File: config.mk
export PLATFORM = sky130hd
export DESIGN_NAME = fir_channel_arbiter_flat
export DESIGN_NICKNAME = d
export VERILOG_FILES = /design/src/rtl/fir_channel_arbiter_pkg.sv /design/src/rtl/fir_channel_arbiter_if.sv /design/src/rtl/fir_channel_arbiter_rr.sv /design/src/rtl/fir_channel_arbiter.sv /design/src/flat_wrapper.sv
export SDC_FILE = /design/constraint.sdc
export NUM_CORES = 1
export LEC_CHECK = 0
export BUFFER_PORTS_ARGS = -buffer_cell sky130_fd_sc_hd__buf_2
export CAP_MARGIN = 20
export CORE_AREA = 4 4 104 106
export DETAILED_ROUTE_END_ITERATION = 10
export DIE_AREA = 0 0 108 110
export HOLD_SLACK_MARGIN = 0.1
export PLACE_DENSITY = 0.66
export RECOVER_POWER = 100
export SYNTH_ARGS = -nofsm -noshare
export SYNTH_HDL_FRONTEND = slang
export SYNTH_SLANG_ARGS = --single-unit
File: constraint.sdc
create_clock -name s_axis_aclk -period 2.55 [get_ports s_axis_aclk]
set_input_delay 0.255 -clock s_axis_aclk [delete_from_list [all_inputs] [get_ports s_axis_aclk]]
set_output_delay 0.255 -clock s_axis_aclk [all_outputs]
set_load 0.1 [all_outputs]
File: src/rtl/fir_channel_arbiter_pkg.sv
// Shared state encoding and widths for the FIR channel arbiter slice.
// CH_W is fixed by the 2-bit tuser of the shared FIR.
package fir_arb_pkg;
    typedef enum logic [1:0] {
        IDLE  = 2'd0,
        ISSUE = 2'd1,
        WAIT  = 2'd2,
        OUT   = 2'd3
    } state_t;

    localparam int CH_W   = 2;
    localparam int DW_DEF = 24;
    localparam int WDOG_W = 10;
endpackage

File: src/rtl/fir_channel_arbiter_if.sv
// Bundles the per-channel AXI-Stream ports, the FIR request/result streams and status.
// The slave modport is the arbiter's view; master is the surrounding fabric's view.
interface fir_channel_arbiter_if
    import fir_arb_pkg::*;
#(
    parameter int NCH = 4,
    parameter int DW  = DW_DEF
);
    logic [NCH*DW-1:0] ch_s_tdata;
    logic [NCH-1:0]    ch_s_tvalid;
    logic [NCH-1:0]    ch_s_tready;
    logic [NCH-1:0]    ch_mask;

    logic [DW-1:0]     fir_m_tdata;
    logic              fir_m_tvalid;
    logic              fir_m_tready;
    logic [CH_W-1:0]   fir_m_tuser;

    logic [DW-1:0]     fir_s_tdata;
    logic              fir_s_tvalid;
    logic              fir_s_tready;
    logic [CH_W-1:0]   fir_s_tuser;

    logic [NCH*DW-1:0] ch_m_tdata;
    logic [NCH-1:0]    ch_m_tvalid;
    logic [NCH-1:0]    ch_m_tready;

    logic              busy;
    logic              err;

    modport slave (
        input  ch_s_tdata, ch_s_tvalid, ch_mask,
        input  fir_m_tready,
        input  fir_s_tdata, fir_s_tvalid, fir_s_tuser,
        input  ch_m_tready,
        output ch_s_tready,
        output fir_m_tdata, fir_m_tvalid, fir_m_tuser,
        output fir_s_tready,
        output ch_m_tdata, ch_m_tvalid,
        output busy, err
    );

    modport master (
        output ch_s_tdata, ch_s_tvalid, ch_mask,
        output fir_m_tready,
        output fir_s_tdata, fir_s_tvalid, fir_s_tuser,
        output ch_m_tready,
        input  ch_s_tready,
        input  fir_m_tdata, fir_m_tvalid, fir_m_tuser,
        input  fir_s_tready,
        input  ch_m_tdata, ch_m_tvalid,
        input  busy, err
    );
endinterface

File: src/rtl/fir_channel_arbiter_rr.sv
// Combinational round-robin picker: first requester found circularly after ptr_i.
// Zero latency; no handshaking of its own.
module rr_arbiter
    import fir_arb_pkg::*;
#(
    parameter int NCH = 4
) (
    input  logic [NCH-1:0]  req_i,
    input  logic [CH_W-1:0] ptr_i,
    output logic [CH_W-1:0] grant_o,
    output logic            any_req_o
);

    function automatic int wrap_add(input logic [CH_W-1:0] p, input int k);
        int s;
        s = int'(p) + k;
        return (s >= NCH) ? (s - NCH) : s;
    endfunction

    // Scan farthest-first so the nearest requester after ptr_i overwrites the rest.
    always_comb begin
        grant_o   = '0;
        any_req_o = 1'b0;
        for (int k = NCH; k >= 1; k--) begin
            for (int i = 0; i < NCH; i++) begin
                if (req_i[i] && (wrap_add(ptr_i, k) == i)) begin
                    grant_o   = CH_W'(i);
                    any_req_o = 1'b1;
                end
            end
        end
    end

endmodule

File: src/rtl/fir_channel_arbiter.sv
// Shares one time-multiplexed FIR among NCH streams: one sample in flight, result routed by tuser.
// Optional FIR_ARB_WDOG_EN adds a WAIT-state watchdog; holds results until the channel sink is ready.
module fir_channel_arbiter
    import fir_arb_pkg::*;
#(
    parameter int NCH         = 4,
    parameter int DW          = DW_DEF,
    parameter int WDOG_CYCLES = 512
) (
    input  logic                  s_axis_aclk,
    input  logic                  s_axis_arstn,
    fir_channel_arbiter_if.slave  bus
);

    localparam logic [CH_W-1:0] PTR_RST = CH_W'(NCH - 1);

    state_t          state_q, state_d;
    logic [CH_W-1:0] grant_q, grant_d;
    logic [CH_W-1:0] rr_ptr_q, rr_ptr_d;
    logic [DW-1:0]   res_q, res_d;
    logic            err_q, err_d;

    logic [NCH-1:0]  req;
    logic [NCH-1:0]  grant_oh;
    logic            grant_rdy;
    logic [CH_W-1:0] pick;
    logic            any_req;

`ifdef FIR_ARB_WDOG_EN
    localparam logic [WDOG_W-1:0] WDOG_LIM = WDOG_W'(WDOG_CYCLES - 1);
    logic [WDOG_W-1:0] wdog_q, wdog_d;
`endif

    assign req = bus.ch_s_tvalid & bus.ch_mask;

    rr_arbiter #(.NCH(NCH)) u_rr (
        .req_i     (req),
        .ptr_i     (rr_ptr_q),
        .grant_o   (pick),
        .any_req_o (any_req)
    );

    always_comb begin
        grant_oh = '0;
        for (int i = 0; i < NCH; i++) begin
            grant_oh[i] = (grant_q == CH_W'(i));
        end
    end

    assign grant_rdy = |(grant_oh & bus.ch_m_tready);

    always_ff @(posedge s_axis_aclk) begin
        if (!s_axis_arstn) begin
            state_q  <= IDLE;
            grant_q  <= '0;
            rr_ptr_q <= PTR_RST;
            res_q    <= '0;
            err_q    <= 1'b0;
`ifdef FIR_ARB_WDOG_EN
            wdog_q   <= '0;
`endif
        end else begin
            state_q  <= state_d;
            grant_q  <= grant_d;
            rr_ptr_q <= rr_ptr_d;
            res_q    <= res_d;
            err_q    <= err_d;
`ifdef FIR_ARB_WDOG_EN
            wdog_q   <= wdog_d;
`endif
        end
    end

    always_comb begin
        state_d  = state_q;
        grant_d  = grant_q;
        rr_ptr_d = rr_ptr_q;
        res_d    = res_q;
        err_d    = err_q;
`ifdef FIR_ARB_WDOG_EN
        wdog_d   = wdog_q;
`endif
        case (state_q)
            IDLE: begin
                if (bus.fir_s_tvalid) err_d = 1'b1;
                if (any_req) begin
                    grant_d = pick;
                    state_d = ISSUE;
                end
            end
            ISSUE: begin
                // A result before the sample has even been accepted cannot belong to us.
                if (bus.fir_s_tvalid) err_d = 1'b1;
                if (bus.fir_m_tready) begin
                    state_d = WAIT;
`ifdef FIR_ARB_WDOG_EN
                    wdog_d  = '0;
`endif
                end
            end
            WAIT: begin
                if (bus.fir_s_tvalid) begin
                    if (bus.fir_s_tuser == grant_q) begin
                        res_d   = bus.fir_s_tdata;
                        state_d = OUT;
                    end else begin
                        err_d    = 1'b1;
                        rr_ptr_d = grant_q;
                        state_d  = IDLE;
                    end
                end
`ifdef FIR_ARB_WDOG_EN
                else if (wdog_q == WDOG_LIM) begin
                    err_d    = 1'b1;
                    rr_ptr_d = grant_q;
                    state_d  = IDLE;
                end else begin
                    wdog_d = wdog_q + 1'b1;
                end
`endif
            end
            OUT: begin
                if (grant_rdy) begin
                    rr_ptr_d = grant_q;
                    state_d  = IDLE;
                end
            end
            default: state_d = IDLE;
        endcase
    end

    always_comb begin
        bus.fir_m_tvalid = 1'b0;
        bus.fir_m_tdata  = '0;
        bus.fir_m_tuser  = '0;
        bus.ch_s_tready  = '0;
        bus.fir_s_tready = 1'b0;
        bus.ch_m_tvalid  = '0;
        bus.ch_m_tdata   = '0;
        case (state_q)
            ISSUE: begin
                bus.fir_m_tvalid = 1'b1;
                bus.fir_m_tuser  = grant_q;
                // The FIR gates its input ready with its output ready, so keep the result path open.
                bus.fir_s_tready = 1'b1;
                bus.ch_s_tready  = grant_oh & {NCH{bus.fir_m_tready}};
                for (int i = 0; i < NCH; i++) begin
                    if (grant_oh[i]) bus.fir_m_tdata = bus.ch_s_tdata[i*DW +: DW];
                end
            end
            WAIT: begin
                bus.fir_s_tready = 1'b1;
            end
            OUT: begin
                bus.ch_m_tvalid = grant_oh;
                for (int i = 0; i < NCH; i++) begin
                    if (grant_oh[i]) bus.ch_m_tdata[i*DW +: DW] = res_q;
                end
            end
            default: ;
        endcase
    end

    assign bus.busy = (state_q != IDLE);
    assign bus.err  = err_q;

endmodule

File: src/flat_wrapper.sv
// flat-port wrapper written by rule: the top's interface ports become plain ports
module fir_channel_arbiter_flat import fir_arb_pkg::*;
#(
    parameter int NCH         = 4,
    parameter int DW          = DW_DEF,
    parameter int WDOG_CYCLES = 512
)
  (s_axis_aclk, s_axis_arstn, bus_ch_s_tdata, bus_ch_s_tvalid, bus_ch_mask, bus_fir_m_tready, bus_fir_s_tdata, bus_fir_s_tvalid, bus_fir_s_tuser, bus_ch_m_tready, bus_ch_s_tready, bus_fir_m_tdata, bus_fir_m_tvalid, bus_fir_m_tuser, bus_fir_s_tready, bus_ch_m_tdata, bus_ch_m_tvalid, bus_busy, bus_err);
  fir_channel_arbiter_if #(.NCH(NCH), .DW(DW)) bus_i ();
  input  logic s_axis_aclk;
  input  logic s_axis_arstn;
  input wire logic [$bits(bus_i.ch_s_tdata)-1:0] bus_ch_s_tdata;
  input wire logic [$bits(bus_i.ch_s_tvalid)-1:0] bus_ch_s_tvalid;
  input wire logic [$bits(bus_i.ch_mask)-1:0] bus_ch_mask;
  input wire logic [$bits(bus_i.fir_m_tready)-1:0] bus_fir_m_tready;
  input wire logic [$bits(bus_i.fir_s_tdata)-1:0] bus_fir_s_tdata;
  input wire logic [$bits(bus_i.fir_s_tvalid)-1:0] bus_fir_s_tvalid;
  input wire logic [$bits(bus_i.fir_s_tuser)-1:0] bus_fir_s_tuser;
  input wire logic [$bits(bus_i.ch_m_tready)-1:0] bus_ch_m_tready;
  output wire logic [$bits(bus_i.ch_s_tready)-1:0] bus_ch_s_tready;
  output wire logic [$bits(bus_i.fir_m_tdata)-1:0] bus_fir_m_tdata;
  output wire logic [$bits(bus_i.fir_m_tvalid)-1:0] bus_fir_m_tvalid;
  output wire logic [$bits(bus_i.fir_m_tuser)-1:0] bus_fir_m_tuser;
  output wire logic [$bits(bus_i.fir_s_tready)-1:0] bus_fir_s_tready;
  output wire logic [$bits(bus_i.ch_m_tdata)-1:0] bus_ch_m_tdata;
  output wire logic [$bits(bus_i.ch_m_tvalid)-1:0] bus_ch_m_tvalid;
  output wire logic [$bits(bus_i.busy)-1:0] bus_busy;
  output wire logic [$bits(bus_i.err)-1:0] bus_err;
  assign bus_i.ch_s_tdata = bus_ch_s_tdata;
  assign bus_i.ch_s_tvalid = bus_ch_s_tvalid;
  assign bus_i.ch_mask = bus_ch_mask;
  assign bus_i.fir_m_tready = bus_fir_m_tready;
  assign bus_i.fir_s_tdata = bus_fir_s_tdata;
  assign bus_i.fir_s_tvalid = bus_fir_s_tvalid;
  assign bus_i.fir_s_tuser = bus_fir_s_tuser;
  assign bus_i.ch_m_tready = bus_ch_m_tready;
  assign bus_ch_s_tready = bus_i.ch_s_tready;
  assign bus_fir_m_tdata = bus_i.fir_m_tdata;
  assign bus_fir_m_tvalid = bus_i.fir_m_tvalid;
  assign bus_fir_m_tuser = bus_i.fir_m_tuser;
  assign bus_fir_s_tready = bus_i.fir_s_tready;
  assign bus_ch_m_tdata = bus_i.ch_m_tdata;
  assign bus_ch_m_tvalid = bus_i.ch_m_tvalid;
  assign bus_busy = bus_i.busy;
  assign bus_err = bus_i.err;
  fir_channel_arbiter #(.NCH(NCH), .DW(DW), .WDOG_CYCLES(WDOG_CYCLES)) u_core (.s_axis_aclk(s_axis_aclk), .s_axis_arstn(s_axis_arstn), .bus(bus_i));
endmodule
# ---- Word-level counts from Yosys, hierarchy flattened
# Index checks and enable logic that the tools add are counted.
dict set report totals {
  regBits 31
  input_bits 138
  out_inout_bits 134
}
dict set report classes {
  bitwise_logic 3
  mux 64
  reduce_logical 33
  magnitude_cmp 4
  addsub 8
  n_eq_ne 25
}
# cell n
set ops {}
lappend ops {{== test 32 x 3 -> 1 bit, second input constant} 8}
lappend ops {{two-way mux 24 bit} 9}
lappend ops {{== test 32 x 2 -> 1 bit, second input constant} 4}
lappend ops {{logical NOT 32 bit} 4}
lappend ops {{two-way mux 32 bit} 4}
lappend ops {{two-way mux 96 bit} 1}
lappend ops {{two-way mux 2 bit} 23}
lappend ops {{greater-or-equal comparator 32 x 4 -> 1 bit, second input constant} 1}
lappend ops {{subtractor 32 x 4 -> 32 bit, second input constant} 1}
lappend ops {{two-way mux 1 bit} 22}
lappend ops {{logical AND 1 bit} 16}
lappend ops {{bitwise AND 4 bit} 3}
lappend ops {{AND reduction 4 bit} 3}
lappend ops {{subtractor 3 x 3 -> 4 bit, second input constant} 3}
lappend ops {{greater-or-equal comparator 3 bit, second input constant} 3}
lappend ops {{== test 2 bit, second input constant} 4}
lappend ops {{two-way mux 4 bit} 2}
lappend ops {{one-hot mux 2 bit (4 select lines)} 1}
lappend ops {{adder 2 x 2 -> 3 bit, second input constant} 2}
lappend ops {{!= test 2 x 1 -> 1 bit, second input constant} 3}
lappend ops {{!= test 2 bit, second input constant} 3}
lappend ops {{nonzero test 2 bit} 3}
lappend ops {{adder 2 x 3 -> 4 bit, second input constant} 1}
lappend ops {{== test 2 x 1 -> 1 bit, second input constant} 2}
lappend ops {{9 further kinds} 11}

# ---- Logic depth before layout (Yosys ltp)
dict set report logic_depth {
  word_depth 23
  ltp_mapped 7
  mapped_depth_nobuf 6
}

# ---- Hierarchy
# Synthesis repeated with hierarchy kept, for this count alone.
dict set report hier_totals {
  hier_cells 324
  area_unflattened_um2 2859.0
}
# mod cells_each seq_area_each_um2 area_each_um2 n_inst
set by_module_without_submodules {}
lappend by_module_without_submodules {fir_channel_arbiter 310 620.6 2781.4 1}
lappend by_module_without_submodules {rr_arbiter 14 0.0 77.6 1}

# ---- Least setup slack after synthesis
# OpenSTA, ideal clock, no wires.
dict set report synth_path {
  kind {reg2out}
  startpoint {register u_core.state_q[1]}
  endpoint {output bus_ch_s_tready[0]}
  required_time_ns 2.295
  n_path_buf 1
  setup_slack_ns -1.371
  arrival_ns 3.666
  path_stages_with_launch 6
  cell_sequence {dfxtp_1 > inv_1 > ha_1 > clkbuf_1 > nand2_1 > nor3_1}
}
dict set report synth_via {
  elab_chain_cells 2
}
# item line
set synth_lines {}
lappend synth_lines {{start: declaration} fir_channel_arbiter.sv:17} ;# state_t state_q, state_d;
lappend synth_lines {{start signal: assignment} fir_channel_arbiter.sv:63} ;# state_q <= state_d;
lappend synth_lines {{== test 2 x 1 -> 1 bit} fir_channel_arbiter.sv:140} ;# case (state_q)
lappend synth_lines {{two-way mux 4 bit} fir_channel_arbiter.sv:140}
lappend synth_lines {{end: declaration} flat_wrapper.sv:20} ;# output wire logic [$bits(bus_i.ch_s_tready)-1:0] bus_ch_s_tready;
# No other way between the ends.

# ---- Worst setup path in the final report
dict set report layout_path {
  startpoint {register u_core.state_q[1]}
  endpoint {output bus_ch_m_tdata[63]}
}
dict set report layout_via {
  elab_chain_cells 2
}
# item line
set layout_lines {}
lappend layout_lines {{== test 2 bit} fir_channel_arbiter.sv:140}
lappend layout_lines {{two-way mux 96 bit} fir_channel_arbiter.sv:140}
lappend layout_lines {{end: declaration} flat_wrapper.sv:25} ;# output wire logic [$bits(bus_i.ch_m_tdata)-1:0] bus_ch_m_tdata;
# No other way between the ends.

==> flow_summary.ini <==
[status]
outcome = finished clean

[timing]
report.final.slew_viol_count = 0
max_freq_mhz = 417.2
skew_ns = 0.003101
min_period_over_period = 0.9400
period_needed_ns = 2.397
max_slew_margin = 0.2130
final_hold_viol_count = 0
grt_setup_unrepaired = no
setup_viol = 0
worst_pin_slew_ns = 1.186
finalSetupTns_ns = 0

[placed_design]
port_buffers = 271
dpl_cell_area_um2 = 6316
dp_hpwl_mm = 11.94
gp_congestion = 0.9895

[route]
drt-total-wl_mm = 14.41
drt_iter0_markers = 202
drc = 0
postRouteAntennaNets = 0
wire_per_inst_um = 19.50
drtPass1Iterations = 4
viasPerCell = 4.858
num_vias = 3590

[finish]
drive_gt1_frac = 0.5495
nets = 748
final_util = 0.6340
n_antenna_cell = 0
fin_area_um2 = 6197
synthToLayoutAreaGrowth_pct = 113.7

[grt]
gr-usage-all-layers = 0.2307
overflow = 0
grt_max_degree = 36
grt_pass1_vias = 3668
grt_pass1_wl_mm = 20.99
antenna_found_initial = 0

[clock_network]
post-cts-setup-buffers = 0
cts_inserted_buffers = 5
post_cts_resize_count = 0
clkLatencyLatePin_ns = 0.29
clkTransAtPathRegs_ns = 0.07
htreeDepth = 2
cts.path.max_buffers = 2
cts_tree = built
holdBufCountCts = 0
cts.sinks = 31
clockRootBuffer = clkbuf_8

[yosys]
synth_ff_type = dfxtp_1
synthCells = 349
ys_ff_latch = 31
avgSynthCellArea_um2 = 8.310
ys_seq_area_frac = 0.2140
netlist_area_um2 = 2900
synth_async_sr_flop_share = 0
synth-edff-count = 0
syn_nets = 492
synth_warnings = 0
ys_types = 34

[critical_path]
cp.arrival_ns = 2.14
critPathKind = reg2out
worstPathRequired_ns = 2.30
critPathCaptureType = primary output
crit_fanout = 25
critPathLaunchType = flop

[floorplanning]
coreArea_um2 = 9774
dieHeight_um = 110
std_cell_rows = 36
start_util = 0.2967
dieWidth_um = 108
pin_count = 272
die_area_um2 = 11880

[power_and_ir_drop]
power_mw = 4.163
power_density_nw_per_um2 = 671.8
vdd_drop_max_mv = 0.6821
leakage_nw = 2.573

[min_path]
hp-class = in2reg

[job]
drv_cap = 0
==> synth_stat cells, drive strengths merged (5+ instances only) <==
| cell | n | share of area |
|---|---|---|
| buf | 5 | 0.012 |
| and2 | 122 | 0.26 |
| mux4 | 24 | 0.19 |
| inv | 6 | 0.0078 |
| clkbuf | 25 | 0.032 |
| nor3 | 5 | 0.0086 |
| a21boi | 25 | 0.065 |
| ha | 5 | 0.022 |
| dfxtp | 31 | 0.21 |
| nand2 | 30 | 0.039 |
| nand3 | 25 | 0.043 |
| o21ai | 5 | 0.0086 |
| nor2 | 8 | 0.010 |
==> final timing paths <==
path / end / startpoint / slack (ns) / cells after the start
worst min register to register: u_core.bus.err / u_core.bus.err / 0.48 / 1
worst min-delay path: u_core.res_q[19] / bus_fir_s_tdata[19] / 0.23 / 3
worst max-delay path: bus_ch_m_tdata[63] / u_core.state_q[1] / 0.15 / 6
worst max register to register: u_core.rr_ptr_q[1] / u_core.state_q[0] / 0.35 / 6
==> kinds of logic after synthesis <==
| kind of cell | count (synthesis) | synth area share |
|---|---|---|
| and+or+nand+nor | 202 | 0.3909 |
| AOI/OAI and AO/OA | 43 | 0.1079 |
| buffers and inverters | 36 | 0.05177 |
| DFF | 31 | 0.2140 |
| muxes | 30 | 0.2079 |
| adders and majority gates | 5 | 0.02157 |
| xor gates and xnor gates | 2 | 0.006041 |
==> metal layers <==
metal  global-route usage  vias up  share of wire  routed length (µm)
li1                     -     1702              -                   -
met1               0.2498     1699           0.34                4970
met2               0.4423      159           0.56                8023
met3              0.05125       30          0.067                 966
met4              0.07755        0          0.031                 448
met5                    0        -              0                   0
==> flip-flops by register name, indices dropped and copies added (netlist names) <==
signal	count
u_core.rr_ptr_q	2
u_core.grant_q	2
u_core.res_q	24
u_core.bus.err	1
u_core.state_q	2
==> worst max-delay path, cell delays in order, from the launching register on <==
cell      delay, ns
dfxtp_1        0.43
ha_1           0.24
nand2_1        0.10
nor2_1         0.12
clkbuf_2       0.45
and2_2         0.23
buf_4          0.28
==> area by class of cell <==
type / instances / area, µm²
Fill cell: 783 / 3577
Timing Repair Buffer: 279 / 3092
Multi-Input combinational cell: 282 / 2177
Sequential cell: 31 / 621.8
Tap cell: 133 / 166.4
Clock buffer: 6 / 82.58
Clock inverter: 2 / 35.03
Inverter: 6 / 22.52
==> through the flow <==
step,setup slack [ns],hold WS [ns],std cells
global route,0.0009892,0.2332,739
CTS,0.1476,0.2197,739
detailed placement,0.4687,0.4505,731
global placement,0.5708,0.4509,731
floorplan,0.03486,0.4111,349
finish,0.1530,0.2266,739
==> cells in the final DEF (no fill, tap or decap), types with 8 or more instances in the layout <==
master / n
buf_2: 141
buf_12: 102
and2_0: 67
and2_1: 39
nand2_1: 30
dfxtp_1: 30
nand3_1: 25
a21boi_0: 25
mux4_2: 24
buf_6: 22
and2_2: 16
clkbuf_2: 8
==> report_power, final <==
group          switching, mW  internal [mW]  total (mW)
clock                  0.195          0.316       0.511
combinational           1.99           1.05        3.05
sequential            0.0743          0.529       0.603
Note: power is estimated with default switching activity, not from simulation.
